$ cat config.mk
export PLATFORM = sky130hd
export DESIGN_NAME = mem_arbiter
export DESIGN_NICKNAME = d
export VERILOG_FILES = /design/src/rtl/mem_arbiter.sv
export SDC_FILE = /design/constraint.sdc
export NUM_CORES = 1
export LEC_CHECK = 0
export ABC_AREA = 1
export CORE_AREA = 8 8 97 99
export CTS_CLUSTER_DIAMETER = 30
export DETAILED_ROUTE_END_ITERATION = 10
export DIE_AREA = 0 0 105 107
export PLACE_DENSITY_LB_ADDON = 0.15
export SYNTH_ARGS = -nofsm -noshare
export SYNTH_HDL_FRONTEND = slang
export SYNTH_SLANG_ARGS = --single-unit
$ cat constraint.sdc
create_clock -name CLK -period 2.9 [get_ports CLK]
set_clock_uncertainty 0.2 [all_clocks]
set_input_delay 0.58 -clock CLK [delete_from_list [all_inputs] [get_ports CLK]]
set_output_delay 0.58 -clock CLK [all_outputs]
set_load 0.02 [all_outputs]
$ cat src/rtl/mem_arbiter.sv
// mem_arbiter: shares one single-ported RAM between the instruction and data
// cache channels. Data has priority. An aging counter bounds how many data grants
// can be taken while an instruction fetch waits.
// Optional build macro MEM_ARB_PERF_EN adds the icount/dcount/stall_cycles counters.
module mem_arbiter #(
    parameter int unsigned ADDR_W       = 32,
    parameter int unsigned DATA_W       = 32,
    parameter int unsigned STARVE_LIMIT = 4
) (
    input  logic              CLK,
    input  logic              nRST,
    input  logic              iREN,
    input  logic [ADDR_W-1:0] iaddr,
    output logic              iwait,
    output logic [DATA_W-1:0] iload,
    input  logic              dREN,
    input  logic              dWEN,
    input  logic [ADDR_W-1:0] daddr,
    input  logic [DATA_W-1:0] dstore,
    output logic              dwait,
    output logic [DATA_W-1:0] dload,
    output logic              ramREN,
    output logic              ramWEN,
    output logic [ADDR_W-1:0] ramaddr,
    output logic [DATA_W-1:0] ramstore,
    input  logic [DATA_W-1:0] ramload,
    input  logic [1:0]        ramstate
`ifdef MEM_ARB_PERF_EN
    ,
    output logic [31:0]       icount,
    output logic [31:0]       dcount,
    output logic [31:0]       stall_cycles
`endif
);

    localparam int unsigned CNT_W      = 4;
    localparam logic [1:0]  RAM_ACCESS = 2'd2;
    localparam logic [CNT_W-1:0] LIMIT = CNT_W'(STARVE_LIMIT);

    typedef enum logic [1:0] {
        IDLE   = 2'd0,
        IGRANT = 2'd1,
        DGRANT = 2'd2
    } state_t;

    state_t            state_q, state_d;
    logic [CNT_W-1:0]  starve_q, starve_d;

    logic dreq;
    logic access;
    logic starved;
    logic i_done;
    logic d_done;

    assign dreq    = dREN | dWEN;
    assign access  = (ramstate == RAM_ACCESS);
    assign starved = iREN && (starve_q == LIMIT);

    // Completion only counts while the granted requester still asks; ERROR is never a completion.
    assign i_done  = (state_q == IGRANT) && iREN && access;
    assign d_done  = (state_q == DGRANT) && dreq && access;

    // Read data is a plain pass-through; meaningful only in the completion cycle.
    assign iload = ramload;
    assign dload = ramload;

    // Next-state and aging-counter update.
    always_comb begin
        state_d  = state_q;
        starve_d = starve_q;
        case (state_q)
            IDLE: begin
                if (dreq && !starved) begin
                    state_d = DGRANT;
                    if (iREN && (starve_q < LIMIT)) begin
                        starve_d = starve_q + CNT_W'(1);
                    end
                end else if (iREN) begin
                    state_d  = IGRANT;
                    starve_d = '0;
                end
            end
            IGRANT: begin
                if (!iREN || access) begin
                    state_d = IDLE;
                end
            end
            DGRANT: begin
                if (!dreq || access) begin
                    state_d = IDLE;
                end
            end
            default: state_d = IDLE;
        endcase
        if (!iREN) begin
            starve_d = '0;
        end
    end

    // State and aging-counter registers.
    always_ff @(posedge CLK or negedge nRST) begin
        if (!nRST) begin
            state_q  <= IDLE;
            starve_q <= '0;
        end else begin
            state_q  <= state_d;
            starve_q <= starve_d;
        end
    end

    // RAM side and wait signals decode from the registered grant; the requester's
    // enables gate the RAM enables so a withdrawal drops them in the same cycle.
    always_comb begin
        iwait    = 1'b1;
        dwait    = 1'b1;
        ramREN   = 1'b0;
        ramWEN   = 1'b0;
        ramaddr  = '0;
        ramstore = '0;
        case (state_q)
            IGRANT: begin
                ramaddr = iaddr;
                ramREN  = iREN;
                iwait   = ~i_done;
            end
            DGRANT: begin
                ramaddr  = daddr;
                ramstore = dstore;
                ramWEN   = dWEN;
                ramREN   = dREN & ~dWEN;
                dwait    = ~d_done;
            end
            default: ;
        endcase
    end

`ifdef MEM_ARB_PERF_EN
    logic i_stall;
    logic d_stall;

    assign i_stall = iREN && !i_done;
    assign d_stall = dreq && !d_done;

    // Wrapping performance counters.
    always_ff @(posedge CLK or negedge nRST) begin
        if (!nRST) begin
            icount       <= '0;
            dcount       <= '0;
            stall_cycles <= '0;
        end else begin
            if (i_done) begin
                icount <= icount + 32'd1;
            end
            if (d_done) begin
                dcount <= dcount + 32'd1;
            end
            if (i_stall || d_stall) begin
                stall_cycles <= stall_cycles + 32'd1;
            end
        end
    end
`endif

endmodule

**Word level (Yosys, flattened, before mapping)**

Cells that the tools add are included.

- Flip-flop bits (word level): 6
- Logic and storage cells: 48
- Input port bits: 135

- Bitwise operators: 5
- Equality and inequality tests: 9
- Reductions and logical operators: 15
- Add/sub/neg operators: 1
- Muxes and demuxes: 15
- $lt $le $gt $ge: 1

Operator list:

| operator | count |
|---|---|
| 32-bit one-hot mux with 2 select lines | 1 |
| 32-bit 2-to-1 mux | 1 |
| 4-bit 2-to-1 mux | 4 |
| 2-bit 2-to-1 mux | 4 |
| 1-bit logical AND | 7 |
| 2-bit by 1-bit inequality test with 1-bit output, second input constant | 3 |
| 2-bit one-hot mux with 3 select lines | 1 |
| 4-bit by 1-bit adder with 4-bit output, second input constant | 1 |
| 2-bit == test, second input constant | 2 |
| 4-bit by 3-bit == test with 1-bit output, second input constant | 1 |
| 4-bit by 3-bit < comparator with 1-bit output, second input constant | 1 |
| 1-bit zero test | 3 |
| 1-bit 2-to-1 mux | 3 |
| 3-bit by 2-bit inequality test with 1-bit output, second input constant | 1 |
| 3-bit inequality test, second input constant | 1 |
| 1-bit inverter | 3 |
| 3-bit AND reduction | 1 |
| 2-bit by 1-bit == test with 1-bit output, second input constant | 1 |
| 2-bit zero test | 1 |
| 1-bit logical OR | 2 |
| 1-bit one-hot mux with 2 select lines | 1 |
| 2-bit AND reduction | 1 |
| 1-bit bitwise AND | 1 |
| 1-bit bitwise OR | 1 |

**Logic depth before layout (Yosys ltp)**

- Depth in word-level cells: 7
- Mapped depth: 9
- Depth with buffers taken out: 9

**Worst setup path after synthesis**

OpenSTA, ideal clock, no wires.

- Kind: flip-flop to output port
- Start point: register state_q[0]
- End point: output port ramaddr[11]
- Stages on the path, launching flop included: 7
- Arrival time: 1.320 ns
- Setup slack: 0.800 ns
- Path through: dfrtp_1 -> inv_1 -> ha_1 -> buf_4 -> buf_6 -> nand2_1 -> a21oi_1

- Cells in the longest elaborated chain, start to end: 2

Ends and longest elaborated chain:

| what | RTL line | text |
|---|---|---|
| start, declared | 46 | `state_t state_q, state_d;` |
| start signal, assigned | 106 | `state_q <= state_d;` |
| 2-bit == test / 2-bit by 1-bit == test with 1-bit output (equally long branches) | 120 | `case (state_q)` |
| 32-bit one-hot mux with 2 select lines * | 120 |  |
| end, declared | 24 | `output logic [ADDR_W-1:0] ramaddr,` |

Every way passes the cells marked *; elsewhere a longest branch is shown, timed or not.

**Worst setup path in the final report**

- Start point: register state_q[0]
- End point: output port ramaddr[6]

Same word-level chain as after synthesis.

==> results.py <==
metrics = {
    "critical_path": {
        "rr_worst_depth": 9,
        "crit_type": "reg -> out",
        "path_cells": "inv_1, ha_2, buf_12, nand2_1, a21oi_1, clkdlybuf4s50_1",
        "critPathLaunchType": "flop",
        "arrival_ns": 2.02,
        "crit_family": "buffers and inverters",
        "cp.required_ns": 2.12,
        "end_kind": "output pin",
        "path_buf_inv": 3,
        "r2r_start": "state_q[0]",
        "r2r_slack_ns": 1.18,
        "slowest_delay_ns": 0.64,
        "rr_endpoint": "state_q[0]",
        "crit_fanout": 49,
        "crit_slowest_cell": "clkdlybuf4s50_1",
    },
    "power_and_ir_drop": {
        "p_leak_nw": 1.89,
        "powerDensity_mw_per_mm2": 697,
        "ir_drop_uv": 324,
    },
    "route": {
        "antenna_left": 0,
        "drc": 0,
        "routedWlPerCell_um": 16.1,
        "viasPerCell": 3.95,
        "drt-initial-drc-count": 48,
        "dr.pass1.iters": 5,
        "vias": 2004,
        "wirelength_mm": 8.16,
    },
    "die": {
        "start_util_pct": 20.7,
        "row_count": 33,
        "die_area_sq_mm": 0.0112,
        "io-pin-count": 267,
        "core_sq_mm": 0.00793,
        "die_y_um": 107,
        "die_w_um": 105,
    },
    "flow_run": {
        "maxCapViolCount": 0,
    },
    "worst_hold_path": {
        "worst_hold_path_type": "reg -> reg",
        "hold_start": "starve_q[3]",
        "hold_depth": 2,
        "hold_end": "starve_q[3]",
    },
    "sta": {
        "rsz0062_at_grt": "false",
        "hold_viol_final": 0,
        "tns_ns": 0,
        "tightest_slew_ns": 0.304,
        "fin_crit_sh_pct": 96.5,
        "maxSlewHeadroom_pct": 79.7,
        "layout_setup_ws_ns": 0.102,
        "slew_violations": 0,
        "fin_crit_ns": 2.80,
        "max_freq_mhz": 357,
        "setup_viol": 0,
    },
    "yosys": {
        "yosysWarnings": 0,
        "netlist-cell-type-count": 15,
        "syn-instance-count": 303,
        "synth_edf_count": 0,
        "synth_top_area_share_pct": 29.8,
        "synth_top_flop_cell": "dfrtp_1",
        "avgSynthCellArea_sq_um": 5.41,
        "synth_most_common_cell": "nand2_1",
        "syn-cell-area_sq_mm": 0.00164,
        "async_reset_ff_share_pct": 100,
        "yosys-top-cells-area": "buf_4 (30%), nand2_1 (26%), inv_1 (11%), a21oi_1 (10%), dfrtp_1 (9.2%)",
        "yosysTopAreaCell": "buf_4",
        "synth_common_cells": "nand2_1 (114), buf_4 (65), inv_1 (47)",
        "ys_seq_elements": 6,
        "synth_fp_nets": 443,
        "ys_seq_area_share_pct": 9.16,
    },
    "clocking": {
        "clock_sinks": 6,
        "htree_levels": 1,
        "cts_root_buf": "clkbuf_8",
        "cts_buffers": 3,
        "cts_tree": "built",
        "clk_pin_slew_ns": 0.03,
        "holdBufCountCts": 0,
        "clock_latency_ns": 0.22,
        "ctsLongestPathBuffers": 2,
    },
    "placed_design": {
        "io_buffers": 170,
        "gp_congestion": 0.773,
        "post-place-ws_ns": 0.152,
        "dp.cells": 504,
        "dp_hpwl_mm": 6.69,
    },
    "layout": {
        "finalNetCount": 544,
        "final_core_utilization_pct": 39.0,
        "layout-drive-gt1-share_pct": 1.99,
        "syn2layout_area_growth_pct": 88.9,
        "n_antenna_cell": 0,
        "layout.cells.non_filler": 507,
    },
    "grt": {
        "antenna_found_initial": 0,
        "grt_pass1_vias": 1975,
        "grt_max_degree": 50,
        "grt_pass1_wl_mm": 11.9,
        "track_usage_pct": 13.1,
        "overflow": 0,
    },
    "run_status": {
        "status": "finished clean",
    },
}
[report_power, final]
group / internal [mW] / leakage (nW) / switching, mW
Combinational: 0.827 / 1.79 / 1.08
Clock: 0.0889 / 0.0216 / 0.0328
Sequential: 0.106 / 0.0805 / 0.0183
[worst reg2reg max path, stage by stage (launching register included)]
cell     delay (ns)
dfrtp_1        0.39
inv_1          0.10
ha_2           0.21
buf_4          0.23
nand2_1        0.12
nand3_1        0.10
nand2_1        0.08
nand2_1        0.11
nand2_1        0.06
o21ai_1        0.06
[routing by layer]
layer / vias to the layer above / GRT usage (%) / part of all wire (%)
li1: 1033 / - / -
met1: 837 / 13.6 / 37
met2: 124 / 23.6 / 50
met3: 10 / 6.60 / 12
met4: 0 / 2.45 / 0.74
met5: - / 0 / 0
[cells by family (layout without fill, tap and decap cells)]
family / count (synthesis) / count (layout) / share of synthesized area [%]
AOI/OAI and AO/OA: 35 / 35 / 10.7
xor gates and xnor gates: 1 / 1 / 0.534
adders and majority gates: 5 / 5 / 3.82
buffers and inverters: 125 / 224 / 44.7
DFF: 6 / 6 / 9.16
and+or+nand+nor: 131 / 131 / 31.1
[sequential cells by signal, summed over array words and instances (netlist names)]
signal and count:
state_q 2, starve_q 4
[worst max path at each step]
stage | start | endpoint | slack (ns) | cells past startpoint
after detailed placement | ramstate[1] | dwait | 0.15 | 6
after global placement | iaddr[27] | ramaddr[27] | 0.13 | 4
after global routing | state_q[1] | ramaddr[22] | 0.006 | 6
final | state_q[0] | ramaddr[6] | 0.10 | 6
after floorplan | state_q[0] | ramaddr[11] | 0.80 | 6
after CTS | state_q[1] | ramaddr[25] | 0.02 | 6
[stage by stage]
stage / hold WS [ns] / total power, mW / area (sq um)
3_3_place_gp: 0.303 / 2.12 / 2990
3_5_place_dp: 0.311 / 2.11 / 2990
6_report: 0.317 / 2.16 / 3100
5_1_grt: 0.353 / 2.34 / 3100
4_1_cts: 0.317 / 2.24 / 3030
2_1_floorplan: 0.0844 / 1.27 / 1640
[cells in the final DEF, fill, tap and decap left out]
cell / netlist / routed
a21oi_1: 34 / 34
buf_12: 0 / 3
buf_4: 65 / 1
clkbuf_8: 0 / 3
clkdlybuf4s50_1: 0 / 140
dfrtp_1: 6 / 6
dlygate4sd2_1: 0 / 2
dlymetal6s2s_1: 0 / 28
ha_1: 5 / 4
ha_2: 0 / 1
inv_1: 47 / 47
nand2_1: 114 / 114
nand3_1: 11 / 11
nand4_1: 1 / 1
nor2_1: 4 / 4
o21ai_1: 1 / 1
or2_1: 1 / 1
xor2_1: 1 / 1
[what timing repair did]
item / 4_1_cts / 5_1_grt
endpoints found under the setup margin: 2 / 28
resized for setup: 2 / 28
setup buffers: 0 / 0
[final cells by class]
class	count	area, sq um
fillers	834	4830
repair buffers	174	1840
multi-input cells	172	759
inverters	47	176
flip-flops and latches	6	150
well taps	105	131
clock buffers	3	41.3
Note: power is estimated with default switching activity, not from simulation.
